===== src/rtl/icache_pkg.sv =====
// icache_pkg: shared types and helpers for the direct-mapped instruction cache.
//   fill_state_t     - refill FSM states (IDLE, FILL)
//   DEFAULT_NOP_INSTR - instruction loaded into the decode register on reset/clear
//   addr_split()     - derives TAG/IDX/OFF field widths from the cache geometry
package icache_pkg;

  typedef enum logic {
    IDLE = 1'b0,
    FILL = 1'b1
  } fill_state_t;

  localparam logic [31:0] DEFAULT_NOP_INSTR = 32'h0000_0000;

  typedef struct packed {
    int tag_w;
    int idx_w;
    int off_w;
  } addr_split_t;

  // A 32-bit byte address loses its two byte-select bits; the remaining 30 bits
  // are split into word offset, line index and tag.
  function automatic addr_split_t addr_split(input int num_lines, input int line_words);
    addr_split_t s;
    s.off_w = $clog2(line_words);
    s.idx_w = $clog2(num_lines);
    s.tag_w = 30 - s.off_w - s.idx_w;
    return s;
  endfunction

endpackage


===== src/rtl/icache_refill_ctrl.sv =====
// icache_refill_ctrl: refill FSM for the instruction cache.
//   clk, reset         - clock, synchronous active-high reset
//   start              - miss seen in IDLE; latch start_tag/start_idx and begin a refill
//   mem_req/mem_addr   - backing read request, held stable until mem_ack
//   mem_ack            - completes one word transfer (ignored in IDLE)
//   state              - current FSM state
//   wr_en/wr_word      - strobe and word slot for writing mem_rdata into the line
//   line_idx/line_tag  - latched line address being refilled
//   line_done          - pulses with the ack of the last word of the line
module icache_refill_ctrl
  import icache_pkg::*;
#(
  parameter int TAG_W = 24,
  parameter int IDX_W = 4,
  parameter int OFF_W = 2
) (
  input  logic             clk,
  input  logic             reset,
  input  logic             start,
  input  logic [TAG_W-1:0] start_tag,
  input  logic [IDX_W-1:0] start_idx,
  input  logic             mem_ack,
  output fill_state_t      state,
  output logic             mem_req,
  output logic [31:0]      mem_addr,
  output logic             wr_en,
  output logic [OFF_W-1:0] wr_word,
  output logic [IDX_W-1:0] line_idx,
  output logic [TAG_W-1:0] line_tag,
  output logic             line_done
);

  logic [OFF_W-1:0] k;
  logic [OFF_W-1:0] k_next;

  assign k_next    = k + OFF_W'(1);
  assign wr_en     = (state == FILL) && mem_ack;
  assign wr_word   = k;
  // LINE_WORDS is a power of two, so the last word index is all ones.
  assign line_done = wr_en && (k == '1);

  // Refill sequencer: mem_req/mem_addr are registered so they stay stable
  // across a slow memory's wait cycles and only move on an ack.
  always_ff @(posedge clk) begin
    if (reset) begin
      state    <= IDLE;
      k        <= '0;
      mem_req  <= 1'b0;
      mem_addr <= '0;
      line_idx <= '0;
      line_tag <= '0;
    end else begin
      case (state)
        IDLE: begin
          if (start) begin
            state    <= FILL;
            k        <= '0;
            line_tag <= start_tag;
            line_idx <= start_idx;
            mem_req  <= 1'b1;
            mem_addr <= {start_tag, start_idx, {OFF_W{1'b0}}, 2'b00};
          end
        end
        FILL: begin
          if (mem_ack) begin
            if (k == '1) begin
              state   <= IDLE;
              k       <= '0;
              mem_req <= 1'b0;
            end else begin
              k        <= k_next;
              mem_addr <= {line_tag, line_idx, k_next, 2'b00};
            end
          end
        end
        default: state <= IDLE;
      endcase
    end
  end

endmodule


===== src/rtl/icache_fetch_responder.sv =====
// icache_fetch_responder: direct-mapped instruction cache feeding the decode
// instruction register, refilled word-by-word from a slow backing memory.
//   clk, reset            - clock, synchronous active-high reset
//   if_addr               - next-PC byte address from fetch (bits [1:0] ignored)
//   de_stall / de_clear   - hold / flush (to NOP_INSTR) the decode register
//   de_instr              - registered instruction to decode
//   icache_stall          - to hazard unit, high while a miss is being serviced
//   mem_req/mem_addr/mem_ack/mem_rdata - backing memory read handshake
//   hit_count/miss_count  - perf counters, built only when ICACHE_PERF_CNT_EN
//                           is defined; tied to zero otherwise
module icache_fetch_responder
  import icache_pkg::*;
#(
  parameter int          NUM_LINES  = 16,
  parameter int          LINE_WORDS = 4,
  parameter logic [31:0] NOP_INSTR  = DEFAULT_NOP_INSTR
) (
  input  logic        clk,
  input  logic        reset,
  input  logic [31:0] if_addr,
  input  logic        de_stall,
  input  logic        de_clear,
  output logic [31:0] de_instr,
  output logic        icache_stall,
  output logic        mem_req,
  output logic [31:0] mem_addr,
  input  logic        mem_ack,
  input  logic [31:0] mem_rdata,
  output logic [31:0] hit_count,
  output logic [31:0] miss_count
);

  localparam addr_split_t SPLIT = addr_split(NUM_LINES, LINE_WORDS);
  localparam int TAG_W = SPLIT.tag_w;
  localparam int IDX_W = SPLIT.idx_w;
  localparam int OFF_W = SPLIT.off_w;

  logic [OFF_W-1:0] offset;
  logic [IDX_W-1:0] index;
  logic [TAG_W-1:0] tag;
  logic             unused_byte_bits;

  assign offset           = if_addr[2 +: OFF_W];
  assign index            = if_addr[2+OFF_W +: IDX_W];
  assign tag              = if_addr[31 -: TAG_W];
  assign unused_byte_bits = ^if_addr[1:0];

  logic [31:0]          data_ram [NUM_LINES*LINE_WORDS];
  logic [TAG_W-1:0]     tag_ram  [NUM_LINES];
  logic [NUM_LINES-1:0] valid;

  fill_state_t      state;
  logic             hit;
  logic             start_fill;
  logic             wr_en;
  logic             line_done;
  logic [OFF_W-1:0] wr_word;
  logic [IDX_W-1:0] line_idx;
  logic [TAG_W-1:0] line_tag;

  assign hit          = valid[index] && (tag_ram[index] == tag);
  assign start_fill   = (state == IDLE) && !hit;
  assign icache_stall = (state == FILL) || (state == IDLE && !hit);

  icache_refill_ctrl #(
    .TAG_W (TAG_W),
    .IDX_W (IDX_W),
    .OFF_W (OFF_W)
  ) u_refill (
    .clk       (clk),
    .reset     (reset),
    .start     (start_fill),
    .start_tag (tag),
    .start_idx (index),
    .mem_ack   (mem_ack),
    .state     (state),
    .mem_req   (mem_req),
    .mem_addr  (mem_addr),
    .wr_en     (wr_en),
    .wr_word   (wr_word),
    .line_idx  (line_idx),
    .line_tag  (line_tag),
    .line_done (line_done)
  );

  // Valid bits: the target line is invalidated as its refill begins, so a
  // partly overwritten line can never be mistaken for its old occupant; it
  // becomes valid only once the last word has landed.
  always_ff @(posedge clk) begin
    if (reset) begin
      valid <= '0;
    end else if (line_done) begin
      valid[line_idx] <= 1'b1;
    end else if (start_fill) begin
      valid[index] <= 1'b0;
    end
  end

  // Data and tag storage carry no reset; the valid bits gate them.
  always_ff @(posedge clk) begin
    if (wr_en) begin
      data_ram[{line_idx, wr_word}] <= mem_rdata;
    end
    if (line_done) begin
      tag_ram[line_idx] <= line_tag;
    end
  end

  // Decode register: clear beats any stall, and a refill in progress holds it
  // just like a decode stall does.
  always_ff @(posedge clk) begin
    if (reset) begin
      de_instr <= NOP_INSTR;
    end else if (de_clear) begin
      de_instr <= NOP_INSTR;
    end else if (!icache_stall && !de_stall) begin
      de_instr <= data_ram[{index, offset}];
    end
  end

`ifdef ICACHE_PERF_CNT_EN
  logic [31:0] hit_cnt_q;
  logic [31:0] miss_cnt_q;

  // Hits count only lookups that actually load the decode register; misses
  // count refills started.
  always_ff @(posedge clk) begin
    if (reset) begin
      hit_cnt_q  <= '0;
      miss_cnt_q <= '0;
    end else begin
      if (state == IDLE && hit && !de_stall && !de_clear) begin
        hit_cnt_q <= hit_cnt_q + 32'd1;
      end
      if (start_fill) begin
        miss_cnt_q <= miss_cnt_q + 32'd1;
      end
    end
  end

  assign hit_count  = hit_cnt_q;
  assign miss_count = miss_cnt_q;
`else
  assign hit_count  = '0;
  assign miss_count = '0;
`endif

endmodule


===== config.mk =====
export PLATFORM = sky130hd
export DESIGN_NAME = icache_fetch_responder
export DESIGN_NICKNAME = d
export VERILOG_FILES = /design/src/rtl/icache_pkg.sv /design/src/rtl/icache_refill_ctrl.sv /design/src/rtl/icache_fetch_responder.sv
export SDC_FILE = /design/constraint.sdc
export NUM_CORES = 2
export LEC_CHECK = 0
export ABC_AREA = 1
export CELL_PAD_IN_SITES_DETAIL_PLACEMENT = 2
export CELL_PAD_IN_SITES_GLOBAL_PLACEMENT = 2
export CORE_ASPECT_RATIO = 0.9
export CORE_MARGIN = 2
export CORE_UTILIZATION = 29
export DETAILED_ROUTE_END_ITERATION = 16
export HOLD_SLACK_MARGIN = 0.08
export PLACE_DENSITY = 0.6
export SKIP_LAST_GASP = 1
export SLEW_MARGIN = 0
export SYNTH_ARGS = -nofsm -noshare
export SYNTH_HDL_FRONTEND = slang
export SYNTH_HIERARCHICAL = 1
export SYNTH_SLANG_ARGS = --single-unit
export TNS_END_PERCENT = 100

===== constraint.sdc =====
create_clock -name clk -period 5.2 [get_ports clk]
set_input_delay 1.3 -clock clk [delete_from_list [all_inputs] [get_ports clk]]
set_output_delay 1.3 -clock clk [all_outputs]
set_load 0.01 [all_outputs]

==> flow_summary.toml <==
[worst_setup_path]
worst_ep_arrival_time_ns = 3.67
cp-end-kind = "primary output"
cp_max_fo = 5
crit_type = "primary input to primary output"
critPathRequiredTime_ns = 3.90
cp-start-kind = "primary input"

[yosys]
synth-xor-area-share_pct = 0
ys_types = 38
synth_common_cells = "edfxtp_1, nand2_1, nor2_1, o21ai_0, o22ai_1"
synthArstFlopShare_pct = 0
seq_area_frac_synth_pct = 74.3
muxShareOfSynthArea_pct = 0
synth_top_family_by_area = "simple AND/OR/NAND/NOR gates"
synth-edff-count = 2432
ys_warn_count = 6
synth_compound_area_share_pct = 9.37
synth_area_leaders = "edfxtp_1, nand2_1, o21ai_0"
synth_adder_area_share_pct = 0.0247
syn-cell-area_um2 = 101000
yosys.area_share.simple_pct = 13.1
synth_seq_cells = 2542
synth_top_cell_by_area = "edfxtp_1"
avgSynthCellArea_um2 = 12.0
post-synth-top-count-cell = "edfxtp_1"
synthFlopType = "edfxtp_1"
yosysTopAreaCellShare_pct = 72.1
netlist_instances = 8464

[floorplanning]
die_y_um = 565
die_w_um = 627
io_pins = 199
coreArea_um2 = 347000
initial_core_util_pct = 29.2
die_area_um2 = 354000
std_cell_rows = 205

[timing]
max_freq_mhz = 201
finalSetupTns_ns = 0
relSlewSlack_pct = 16.0
setup_viol = 0
grt_setup_unrepaired = "no"
hold_viol = 0
min_period_ns = 4.97
tightest_slew_ns = 1.26
timing.hold.ws_ns = 0.474
fin_worst_skew_ns = 0.0647
drv_slew = 0
setup_slack_ns = 0.228
period_share_pct = 95.6

[global_routing]
grt_max_degree = 155
grt_pass1_vias = 75834
grt_usage_pct = 21.3
grt_busiest_layer = "met2"
grt_overflow = 0
met3_usage_pct = 1.92
grt_pass1_wl_um = 551000
met2_usage_pct = 36.6
use_met1_pct = 28.7
antenna_found_initial = 12

[worst_hold_path]
hold_path.class = "flip-flop to flip-flop"

[layout]
drive_gt1_share_pct = 10.7
fin_nets = 8867
regArea_um2 = 75200
fill_cells = 36026
synthToLayoutAreaGrowth_pct = 18.9
final_util_pct = 34.7
layout.cells.non_filler = 13679
multi_input_area_um2 = 23800
fin_area_um2 = 120000

[clock_network]
clk_pin_slew_ns = 0.06
cts_buffers = 289
cts_tree = "built"
clock_latency_ns = 0.89
clock_path_buffers = 4
hold_buffers = 0
htree_levels = 5
cts.sinks = 2542
cts_root_buf = "clkbuf_16"

[drt]
drt_first_pass_iters = 5
postRouteAntennaNets = 0
drt-total-wl_um = 384000
drt_iter0_drc = 5437
via_count = 70704
vias_per_cell = 5.17
wire_per_inst_um = 28.1
drc = 0

[placed_design]
gp_congestion = 0.775
post-place-ws_ns = -0.363
dp.cells = 13154
io_buffer_count = 130
hpwl_um = 219000
detailed_place.area_um2 = 111000

[pwr]
leakagePower_nw = 40.6
power-per-cell-area_nw_per_um2 = 379
vdd_drop_max_v = 0.000265
total_power_mw = 45.6

[outcome]
status = "complete, no violations"

[flow_run]
drv_cap = 0
## per-layer routing
layer	share of wire, %	wire (um)
met1	45	172000
met3	3.4	13200
met4	3.0	11500
met2	49	187000
met5	0	0
## final timing paths
kind / startpoint / endpoint / slack (ns) / depth (start not counted)
hold reg to reg: u_refill/mem_addr[3] / u_refill/mem_addr[3] / 0.47 / 2
setup / recovery: if_addr[7] / icache_stall / 0.23 / 17
hold / removal: u_refill/mem_addr[3] / u_refill/mem_addr[3] / 0.47 / 2
setup reg to reg: u_refill/line_idx[1] / data_ram[31][9] / 1.76 / 5
## cells in the final DEF, fill, tap and decap left out, drive strengths merged, types with 72 or more instances in the layout
master | synthesis | final
nand4 | 102 | 102
nor2 | 1409 | 1409
clkinv | 9 | 104
o21ai | 1101 | 1101
nand3 | 72 | 72
buf | 209 | 466
clkdlybuf4s50 | 0 | 91
inv | 153 | 167
clkbuf | 377 | 383
nand2 | 1784 | 1784
edfxtp | 2432 | 2432
o22ai | 509 | 509
a21oi | 107 | 107
dfxtp | 110 | 110
## logic make-up (layout without fill, tap and decap cells)
logic type / after synthesis / after routing
simple gates: 3419 / 3419
flops: 2542 / 2542
compound gates: 1751 / 1751
buf+inv: 748 / 1238
fa+ha+maj: 2 / 2
other cells: 2 / 70
## worst max-delay path, cell delays in order
cell,delay (ns)
dlygate4sd2_1,0.26
buf_6,0.14
nor2_4,0.22
buf_12,0.18
buf_4,0.13
nand2_1,0.05
nand2_1,0.23
nor2_1,0.09
nand2_1,0.08
nand2_1,0.05
nor2_1,0.13
nand2_1,0.06
nor2_1,0.11
nand2_1,0.10
nor2_4,0.18
nand2_1,0.09
clkdlybuf4s15_2,0.23
## registers in the layout, indices dropped and copies added (netlist names)
register           cells
u_refill/line_tag     24
data_ram            2048
u_refill/wr_word       2
tag_ram              384
u_refill/state         1
u_refill/mem_req       1
u_refill/mem_addr     30
u_refill/line_idx      4
valid                 16
de_instr              32
## where the power goes
group / switching [mW] / internal [mW]
clock: 8.54 / 11.2
combinational: 2.28 / 0.868
sequential: 0.149 / 22.6
total: 11.0 / 34.7
## layout make-up
type / count / share of cell area (%)
Clock inverter: 131 / 0.890
Antenna cell: 4 / 0.00831
Sequential cell: 2542 / 62.5
Tap cell: 4657 / 4.84
Inverter: 162 / 0.537
Timing Repair Buffer: 563 / 5.04
Clock buffer: 382 / 6.50
Multi-Input combinational cell: 5238 / 19.7
## timing repair
item,4_1_cts,5_1_grt
gates cloned,2,1
pin swaps,3,1
endpoints found under the setup margin,1,1
gates resized for setup,19,6
setup buffers,5,0
Note: power is estimated with default switching activity, not from simulation.
